File: src/rtl/inv_mix_columns.sv
// -----------------------------------------------------------------------------
// inv_mix_columns
//
// Purpose: AES InvMixColumns on a 128-bit state. The state is captured on
// acceptance and then transformed COLS_PER_CYCLE columns per clock. The
// finished result is held on data_out until downstream takes it.
// Sequence: IDLE (accept) -> CALC (N = 4/COLS_PER_CYCLE cycles) -> HOLD -> IDLE.
//
// Parameters:
//   COLS_PER_CYCLE   columns transformed per clock: 1, 2 or 4
//
// Ports:
//   clk        clock, all state on the rising edge
//   rst        synchronous reset, active low
//   in_valid   data_in holds a state to accept
//   in_ready   high only while idle
//   data_in    AES state: byte i = data_in[127-8i -: 8], column c = bytes 4c..4c+3
//   bypass     (only with INV_MIX_COLUMNS_BYPASS_EN) pass the state through
//              unchanged, captured together with data_in
//   out_valid  data_out holds a finished result
//   out_ready  downstream takes data_out
//   data_out   result, same byte/column ordering as data_in
//
// Optional feature macro: INV_MIX_COLUMNS_BYPASS_EN adds the bypass input.
// -----------------------------------------------------------------------------
module inv_mix_columns #(
    parameter int COLS_PER_CYCLE = 1
) (
    input  logic         clk,
    input  logic         rst,
    input  logic         in_valid,
    output logic         in_ready,
    input  logic [127:0] data_in,
`ifdef INV_MIX_COLUMNS_BYPASS_EN
    input  logic         bypass,
`endif
    output logic         out_valid,
    input  logic         out_ready,
    output logic [127:0] data_out
);

    localparam int         N_STEPS   = 4 / COLS_PER_CYCLE;
    localparam int         COL_SHIFT = (COLS_PER_CYCLE == 4) ? 2 : ((COLS_PER_CYCLE == 2) ? 1 : 0);
    localparam logic [1:0] LAST_STEP = 2'(N_STEPS - 1);

    generate
        if (!(COLS_PER_CYCLE == 1 || COLS_PER_CYCLE == 2 || COLS_PER_CYCLE == 4)) begin : g_bad_cols
            $error("inv_mix_columns: COLS_PER_CYCLE must be 1, 2 or 4");
        end
    endgenerate

    // Doubling in GF(2^8); the reduction depends only on the byte being doubled.
    function automatic logic [7:0] xtime(input logic [7:0] b);
        return {b[6:0], 1'b0} ^ (b[7] ? 8'h1b : 8'h00);
    endfunction

    function automatic logic [31:0] inv_mix_col(input logic [31:0] col);
        logic [7:0] a  [4];
        logic [7:0] x2 [4];
        logic [7:0] x4 [4];
        logic [7:0] x8 [4];
        logic [7:0] m9 [4];
        logic [7:0] mb [4];
        logic [7:0] md [4];
        logic [7:0] me [4];
        for (int k = 0; k < 4; k++) begin
            a[k]  = col[31-8*k -: 8];
            x2[k] = xtime(a[k]);
            x4[k] = xtime(x2[k]);
            x8[k] = xtime(x4[k]);
            m9[k] = x8[k] ^ a[k];
            mb[k] = x8[k] ^ x2[k] ^ a[k];
            md[k] = x8[k] ^ x4[k] ^ a[k];
            me[k] = x8[k] ^ x4[k] ^ x2[k];
        end
        return {me[0] ^ mb[1] ^ md[2] ^ m9[3],
                m9[0] ^ me[1] ^ mb[2] ^ md[3],
                md[0] ^ m9[1] ^ me[2] ^ mb[3],
                mb[0] ^ md[1] ^ m9[2] ^ me[3]};
    endfunction

    typedef enum logic [1:0] {
        S_IDLE,
        S_CALC,
        S_HOLD
    } state_t;

    state_t       r_state;
    logic         r_in_ready;
    logic         r_out_valid;
    logic [1:0]   r_col;
    logic [127:0] r_in;
    logic [127:0] r_out;
`ifdef INV_MIX_COLUMNS_BYPASS_EN
    logic         r_bypass;
`endif

    logic [31:0]  w_in_cols [4];
    logic [1:0]   w_base;
    logic [1:0]   w_idx [COLS_PER_CYCLE];
    logic [31:0]  w_res [COLS_PER_CYCLE];
    logic [31:0]  w_out_cols [4];
    logic [127:0] w_out_next;

    genvar gi;
    generate
        for (gi = 0; gi < 4; gi++) begin : g_unpack
            assign w_in_cols[gi] = r_in[127-32*gi -: 32];
        end
    endgenerate

    // First column of this cycle's group; N_STEPS*COLS_PER_CYCLE = 4 keeps it in 0..3.
    assign w_base = r_col << COL_SHIFT;

    generate
        for (gi = 0; gi < COLS_PER_CYCLE; gi++) begin : g_lane
            assign w_idx[gi] = w_base + 2'(gi);
`ifdef INV_MIX_COLUMNS_BYPASS_EN
            assign w_res[gi] = r_bypass ? w_in_cols[w_idx[gi]]
                                        : inv_mix_col(w_in_cols[w_idx[gi]]);
`else
            assign w_res[gi] = inv_mix_col(w_in_cols[w_idx[gi]]);
`endif
        end
    endgenerate

    // Overwrite only this cycle's columns; the rest keep their previous value.
    always_comb begin
        for (int k = 0; k < 4; k++) begin
            w_out_cols[k] = r_out[127-32*k -: 32];
        end
        for (int j = 0; j < COLS_PER_CYCLE; j++) begin
            w_out_cols[w_idx[j]] = w_res[j];
        end
        w_out_next = {w_out_cols[0], w_out_cols[1], w_out_cols[2], w_out_cols[3]};
    end

    always_ff @(posedge clk) begin
        if (!rst) begin
            r_state     <= S_IDLE;
            r_in_ready  <= 1'b1;
            r_out_valid <= 1'b0;
            r_col       <= 2'd0;
            r_in        <= '0;
            r_out       <= '0;
`ifdef INV_MIX_COLUMNS_BYPASS_EN
            r_bypass    <= 1'b0;
`endif
        end else begin
            case (r_state)
                S_IDLE: begin
                    if (in_valid) begin
                        r_in       <= data_in;
`ifdef INV_MIX_COLUMNS_BYPASS_EN
                        r_bypass   <= bypass;
`endif
                        r_col      <= 2'd0;
                        r_in_ready <= 1'b0;
                        r_state    <= S_CALC;
                    end
                end
                S_CALC: begin
                    r_out <= w_out_next;
                    if (r_col == LAST_STEP) begin
                        r_col       <= 2'd0;
                        r_out_valid <= 1'b1;
                        r_state     <= S_HOLD;
                    end else begin
                        r_col <= r_col + 2'd1;
                    end
                end
                S_HOLD: begin
                    if (out_ready) begin
                        r_out_valid <= 1'b0;
                        r_in_ready  <= 1'b1;
                        r_state     <= S_IDLE;
                    end
                end
                default: begin
                    r_out_valid <= 1'b0;
                    r_in_ready  <= 1'b1;
                    r_col       <= 2'd0;
                    r_state     <= S_IDLE;
                end
            endcase
        end
    end

    assign in_ready  = r_in_ready;
    assign out_valid = r_out_valid;
    assign data_out  = r_out;

endmodule

File: config.mk
export PLATFORM = sky130hd
export DESIGN_NAME = inv_mix_columns
export DESIGN_NICKNAME = d
export VERILOG_FILES = /design/src/rtl/inv_mix_columns.sv
export SDC_FILE = /design/constraint.sdc
export NUM_CORES = 1
export LEC_CHECK = 0
export BUFFER_PORTS_ARGS = -buffer_cell sky130_fd_sc_hd__buf_4
export CAP_MARGIN = 25
export CORE_UTILIZATION = 45
export CTS_BUF_LIST = sky130_fd_sc_hd__clkbuf_16
export CTS_CLUSTER_DIAMETER = 80
export CTS_CLUSTER_SIZE = 12
export DETAILED_ROUTE_END_ITERATION = 10
export GPL_TIMING_DRIVEN = 0
export HOLD_SLACK_MARGIN = 0.05
export PLACE_DENSITY = 0.68
export SLEW_MARGIN = 20
export SYNTH_ARGS = -nofsm -noshare
export SYNTH_HDL_FRONTEND = slang
export SYNTH_SLANG_ARGS = --single-unit
File: constraint.sdc
create_clock -name clk -period 3.65 [get_ports clk]
set_input_delay 0.365 -clock clk [delete_from_list [all_inputs] [get_ports clk]]
set_output_delay 0.365 -clock clk [all_outputs]
set_load 0.005 [all_outputs]
* After elaboration in Yosys (flattened, before gate mapping)
Cells that the tools add are included.
** Storage, ports and cells
- Flip-flop bits (word level) :: 262
- Input bits :: 132
- Output and inout bits :: 130
- Logic and storage cells :: 105
** Operators by class
- Add/sub/neg operators :: 1
- $lt $le $gt $ge :: 2
- Equality and inequality tests :: 6
- Multiplexer cells :: 31
- Bitwise logic cells :: 52
- Reduce and logical (&&, ||, !) cells :: 7
** Operator list (number)
- XOR 8 bit :: 36
- bitwise mux 128 bit :: 1
- 2-to-1 mux 32 bit :: 3
- XOR 8 x 5 -> 8 bit :: 12
- binary-select mux 32 bit (select 2 bit) :: 1
- demux 32 bit (select 2 bit) :: 1
- 2-to-1 mux 5 bit :: 12
- one-hot mux 2 bit (3 select lines) :: 2
- 2-to-1 mux 2 bit :: 5
- AND reduction 3 bit :: 3
- inequality test 2 bit, second input constant :: 3
- one-hot mux 1 bit (3 select lines) :: 2
- equality test 2 bit, second input constant :: 2
- 2-to-1 mux 1 bit :: 4
- AND reduction 2 bit :: 2
- greater-or-equal comparator 3 bit, second input constant :: 1
- < comparator 3 x 1 -> 1 bit, second input constant :: 1
- inverter 1 bit :: 3
- inverter 2 -> 3 bit :: 1
- adder 2 x 1 -> 2 bit, second input constant :: 1
- equality test 2 x 1 -> 1 bit, second input constant :: 1
- zero test 2 bit :: 1
- logical AND 1 bit :: 1

* Logic depth before layout (Yosys ltp)
- Word-level depth :: 16
- Mapped depth :: 12
- Mapped depth without buffers :: 7

* Worst setup path after synthesis
Ideal clock, no wire load.
- Kind :: reg-to-reg
- Start point :: reg r_col[0]
- End point :: reg r_out[99], in the netlist data_out[99]
- Setup time :: 116 ps
- Data arrival time :: 2781 ps
- Required time :: 3534 ps
- Path slack :: 753 ps
- Stages on the path, launching flop included :: 10
- Buffers on the path :: 2
- Clock period less this slack :: 2897 ps
- Cell sequence :: dfxtp_1 -> buf_6 -> mux4_1 -> buf_2 -> xor2_2 -> xnor3_2 -> xor2_2 -> xor3_1 -> nand2_1 -> a21boi_1
** On the way
- Longest elaborated chain between the ends :: 14
- Elaborated cells on any way between the ends :: 42
- Those cells by class :: order compare (2); mux (16); bitwise (23); reduce/logical (1)
** RTL lines
- start, declared :: line 91 : logic [1:0] r_col;
- start signal, assigned :: line 169 : r_col <= r_col + 2'd1;
- inverter 2 -> 3 bit (not written as such) * :: line 122, 133
- binary-select mux 32 bit (select 2 bit) :: line 122 : assign w_res[gi] = inv_mix_col(w_in_cols[w_idx[gi]]);
- 2-to-1 mux 32 bit (not written as such) (2 in a row) :: line 122
- 2-to-1 mux 5 bit / XOR 8 x 5 -> 8 bit (equally long branches) :: line 54 : return {b[6:0], 1'b0} ^ (b[7] ? 8'h1b : 8'h00);
- XOR 8 x 5 -> 8 bit :: line 54
- XOR 8 x 5 -> 8 bit / 2-to-1 mux 5 bit (equally long branches) :: line 54
- XOR 8 x 5 -> 8 bit :: line 54
- XOR 8 bit (on tied branches) (2 in a row) :: line 72, 73
- XOR 8 bit (3 in a row) :: line 79 : mb[0] ^ md[1] ^ m9[2] ^ me[3]};
- bitwise mux 128 bit * :: line 133 : w_out_cols[w_idx[j]] = w_res[j];
- end signal, assigned :: line 163 : r_out <= w_out_next;
- end, declared :: line 93 : logic [127:0] r_out;
Mark *: on every way between the ends. The rest lies on a longest branch, timed or not. The select of a mux whose other input is x is not followed.
A chain may end at the register's enable or synchronous reset.

* Final worst setup path
- Start point :: reg r_col[0]
- End point :: reg r_out[53], in the netlist data_out[53]
** On the way
- Longest elaborated chain between the ends :: 14
- Elaborated cells on any way between the ends :: 40
- Those cells by class :: order compare (2); mux (14); bitwise (23); reduce/logical (1)
** RTL lines
- inverter 2 -> 3 bit (not written as such) * :: line 122, 133
- binary-select mux 32 bit (select 2 bit) :: line 122
- 2-to-1 mux 32 bit (not written as such) (2 in a row) :: line 122
- 2-to-1 mux 5 bit / XOR 8 x 5 -> 8 bit (equally long branches) :: line 54
- XOR 8 x 5 -> 8 bit / 2-to-1 mux 5 bit (equally long branches) :: line 54
- XOR 8 x 5 -> 8 bit (2 in a row) :: line 54
- XOR 8 bit (2 in a row) :: line 74 : me[k] = x8[k] ^ x4[k] ^ x2[k];
- XOR 8 bit (3 in a row) :: line 77 : m9[0] ^ me[1] ^ mb[2] ^ md[3],
- bitwise mux 128 bit * :: line 133
Marks and branches as above.

==> report_table.html <==
<table>
<tr><th>Metric</th><th>Value</th></tr>
<tr><th colspan="2">Worst setup path</th></tr>
<tr><td>Critical setup path kind</td><td>reg -&gt; reg</td></tr>
<tr><td>Sort of element at the end of the critical path</td><td>flop</td></tr>
<tr><td>Register-to-Register Path Depth</td><td>9</td></tr>
<tr><td>Maximum fanout count along the critical path</td><td>10</td></tr>
<tr><td>Crit path DAT</td><td>3.93 ns</td></tr>
<tr><td>Launching element type of the critical path</td><td>flop</td></tr>
<tr><td>Required time at the endpoint of the critical path</td><td>4.11 ns</td></tr>
<tr><th colspan="2">Floorplanning</th></tr>
<tr><td>Core footprint</td><td>27800 sq um</td></tr>
<tr><td>Die boundary width</td><td>170 um</td></tr>
<tr><td>Vertical die dimension</td><td>170 um</td></tr>
<tr><td>Initial Utilization</td><td>45.7%</td></tr>
<tr><td>Area of the die</td><td>28900 sq um</td></tr>
<tr><td>Num rows</td><td>61</td></tr>
<tr><td>Top-level I/O count</td><td>262</td></tr>
<tr><th colspan="2">STA</th></tr>
<tr><td>Crit path time final</td><td>3.47 ns</td></tr>
<tr><td>Post-route setup TNS</td><td>0 ns</td></tr>
<tr><td>Worst hold-check slack</td><td>0.0849 ns</td></tr>
<tr><td>Final Max Tran Viols</td><td>0</td></tr>
<tr><td>Finish-stage setup viols</td><td>0</td></tr>
<tr><td>Least-Margin Pin Slew</td><td>0.687 ns</td></tr>
<tr><td>Post-route clock period utilization</td><td>95.1%</td></tr>
<tr><td>Achievable frequency</td><td>288 MHz</td></tr>
<tr><td>Count of endpoints failing hold in the final timing report</td><td>0</td></tr>
<tr><td>Worst slew slack as a fraction of its limit</td><td>53.8%</td></tr>
<tr><td>Final clock skew</td><td>0.0158 ns</td></tr>
<tr><td>RSZ-0062 raised after global routing</td><td>false</td></tr>
<tr><th colspan="2">Job</th></tr>
<tr><td>Count of max-cap constraint violations</td><td>0</td></tr>
<tr><th colspan="2">Yosys</th></tr>
<tr><td>Fraction of synthesis flops using an asynchronous set or reset pin</td><td>0%</td></tr>
<tr><td>Cell variety after synth</td><td>35</td></tr>
<tr><td>Proportion of synthesized chip area in sequential cells</td><td>41.3%</td></tr>
<tr><td>Yosys Warn Count</td><td>0</td></tr>
<tr><td>Netlist Area Pre-Place</td><td>12700 sq um</td></tr>
<tr><td>Number of enable-type register cells in the synthesized netlist</td><td>0</td></tr>
<tr><td>Register bit total from synthesis</td><td>262</td></tr>
<tr><td>Net Count, Synth</td><td>1484</td></tr>
<tr><td>Cell count after synthesis</td><td>1348</td></tr>
<tr><td>Main synth FF type</td><td>dfxtp_1</td></tr>
<tr><td>Average cell area after synthesis</td><td>9.43 sq um</td></tr>
<tr><th colspan="2">Clock network</th></tr>
<tr><td>Clock root buffer master</td><td>clkbuf_16</td></tr>
<tr><td>Skew-Pair Late Insertion Delay</td><td>0.54 ns</td></tr>
<tr><td>Clock sinks</td><td>262</td></tr>
<tr><td>Count of hold buffers inserted by post-cts repair</td><td>0</td></tr>
<tr><td>CTS tree</td><td>built</td></tr>
<tr><td>Post-CTS clock slew at the launch and capture registers of the worst setup and hold paths</td><td>0.06 ns</td></tr>
<tr><td>Clock buffers created by TritonCTS</td><td>26</td></tr>
<tr><td>Deepest level of the CTS H-tree</td><td>1</td></tr>
<tr><td>Count of buffers added by post-CTS timing repair for setup</td><td>0</td></tr>
<tr><td>Maximum buffer depth of the clock tree</td><td>3</td></tr>
<tr><th colspan="2">GRT</th></tr>
<tr><td>GR Util All Layers</td><td>25.9%</td></tr>
<tr><td>Aggregate global routing overflow</td><td>0</td></tr>
<tr><td>Initial antenna violation count</td><td>1</td></tr>
<tr><td>Largest net degree at the start of global routing</td><td>13</td></tr>
<tr><td>Global-route wire length before repair</td><td>56700 um</td></tr>
<tr><td>Vias in the first global route</td><td>9918</td></tr>
<tr><th colspan="2">Pwr</th></tr>
<tr><td>Power Density</td><td>568 nW/um^2</td></tr>
<tr><td>Peak supply drop</td><td>350 uV</td></tr>
<tr><td>Total leakage power</td><td>0.00631 uW</td></tr>
<tr><th colspan="2">Drt</th></tr>
<tr><td>ANT nets after route</td><td>0</td></tr>
<tr><td>Drt wl/cell</td><td>18.6 um</td></tr>
<tr><td>Vias/cell</td><td>5.13</td></tr>
<tr><td>Via total after detailed routing</td><td>10300</td></tr>
<tr><td>Drt initial violations</td><td>850</td></tr>
<tr><td>DR pass1 iterations</td><td>5</td></tr>
<tr><td>DRT Wirelength</td><td>37500 um</td></tr>
<tr><td>Number of remaining DRC errors</td><td>0</td></tr>
<tr><th colspan="2">Finish</th></tr>
<tr><td>Total area of multi-input combinational cells</td><td>7060 sq um</td></tr>
<tr><td>Relative area change from synthesis to final layout</td><td>25.2%</td></tr>
<tr><td>Most common library cell in the layout ignoring fill and taps</td><td>nand2_1</td></tr>
<tr><td>Filler Cells Inserted</td><td>2549</td></tr>
<tr><td>Leading cell types in the layout, fill and taps excluded</td><td>nand2_1 (435), buf_4 (264), dfxtp_1 (262)</td></tr>
<tr><td>Final design area excluding fillers</td><td>15900 sq um</td></tr>
<tr><td>Fraction of layout instances using a drive strength above 1</td><td>23.0%</td></tr>
<tr><td>Number of nets in the finished design</td><td>1773</td></tr>
<tr><td>Number of antenna cells inserted</td><td>0</td></tr>
<tr><td>Sequential cell area</td><td>5250 sq um</td></tr>
<tr><th colspan="2">Outcome</th></tr>
<tr><td>Run status</td><td>completed</td></tr>
<tr><th colspan="2">Placed design</th></tr>
<tr><td>IO Port Bufs</td><td>261</td></tr>
<tr><td>Final weighted congestion in routability-driven placement</td><td>0.879</td></tr>
<tr><td>Placed instance area</td><td>15100 sq um</td></tr>
<tr><td>Detailed placement HPWL</td><td>29300 um</td></tr>
<tr><th colspan="2">Hold path</th></tr>
<tr><td>Instance count along the most critical hold path</td><td>3</td></tr>
<tr><td>Path class of the lowest-slack min-delay path</td><td>in -&gt; reg</td></tr>
</table>
## power breakdown
| group | internal (uW) | leakage (uW) | switching (uW) |
|---|---|---|---|
| clock network | 1300 | 0.000341 | 1050 |
| registers | 3080 | 0.00214 | 136 |
| logic | 1490 | 0.00383 | 1980 |
## Yosys cell counts (4+ instances only)
library cell / n / area, sq um
inv_1: 4 / 15.0
buf_1: 6 / 22.5
mux4_1: 6 / 158
nand2_1: 435 / 1630
o21ai_0: 40 / 200
xor2_1: 23 / 201
xnor2_1: 109 / 955
xnor2_4: 6 / 165
xnor3_2: 4 / 95.1
clkbuf_1: 74 / 278
buf_2: 9 / 45.0
dfxtp_1: 262 / 5250
xnor3_1: 19 / 428
nand3_1: 45 / 225
mux4_2: 26 / 586
nor2_1: 5 / 18.8
a21boi_1: 53 / 398
o21ai_1: 6 / 30.0
a21boi_0: 160 / 1200
xnor2_2: 18 / 293
xor3_1: 6 / 143
ha_1: 4 / 50.1
buf_6: 5 / 56.3
## metrics by stage
step,cells,total power (uW),util (%),worst slack (ns)
3_5_place_dp,1987,6610,54.5,-0.0163
4_1_cts,2016,8980,57.1,0.0200
2_1_floorplan,1348,5390,-,0.753
5_1_grt,2016,9400,57.3,0.00264
3_3_place_gp,1987,6580,54.5,0.0339
6_report,2016,9030,57.3,0.177
## worst paths after layout
check | slack, ns | start | endpoint
worst max-delay path | 0.18 | r_col[0]$_SDFFE_PN0P_ | data_out[53]$_SDFFE_PN0P_
worst min-delay path | 0.08 | data_in[15] | r_in[15]$_SDFFE_PN0P_
worst max register to register | 0.18 | r_col[0]$_SDFFE_PN0P_ | data_out[53]$_SDFFE_PN0P_
worst min register to register | 0.46 | data_out[52]$_SDFFE_PN0P_ | data_out[52]$_SDFFE_PN0P_
## state kept, by name, indices dropped and copies added, names as in the netlist
register	cells
out_valid	1
data_out	128
r_col	2
r_in	128
in_ready	1
r_state	2
## logic make-up (layout without fill, tap and decap cells)
| group | after synthesis | in the layout | synth area share [%] |
|---|---|---|---|
| AOI/OAI and AO/OA | 263 | 263 | 14.6 |
| xor gates and xnor gates | 191 | 191 | 19.0 |
| adders and majority gates | 4 | 4 | 0.394 |
| buffers and inverters | 103 | 393 | 3.77 |
| DFF | 262 | 262 | 41.3 |
| muxes | 32 | 32 | 5.85 |
| and+or+nand+nor | 493 | 493 | 15.2 |
## timing repair
| item | 4_1_cts | 5_1_grt |
|---|---|---|
| resized for setup | 2 | 8 |
| cloned | 0 | 0 |
| endpoints found under the setup margin | 4 | 34 |
| endpoints found under the hold margin | 0 | 0 |
## worst max-delay path, cell delays in order, from the launching register on
cell and delay (ns):
dfxtp_1 0.41, buf_6 0.22, buf_12 0.18, mux4_1 0.66, xnor2_2 0.34, xnor3_2 0.60, xnor3_1 0.41, xnor2_2 0.30
nand2_1 0.11, a21boi_1 0.14
## area by class of cell
cell class	instances	area share, %
Multi-Input combinational cell	983	44.4
Sequential cell	262	33.0
Timing Repair Buffer	261	12.3
Clock buffer	27	4.25
Tap cell	378	2.97
Buffer	99	2.93
Clock inverter	2	0.110
Inverter	4	0.0944
## metal layers
layer / up-vias / GRT usage (%) / wire (um)
li1: 5015 / - / -
met1: 4851 / 34.6 / 16300
met2: 408 / 43.5 / 17500
met3: 60 / 3.16 / 2590
met4: 0 / 8.46 / 1120
met5: - / 0 / 0
No activity file was read; power rests on OpenSTA's default activity.
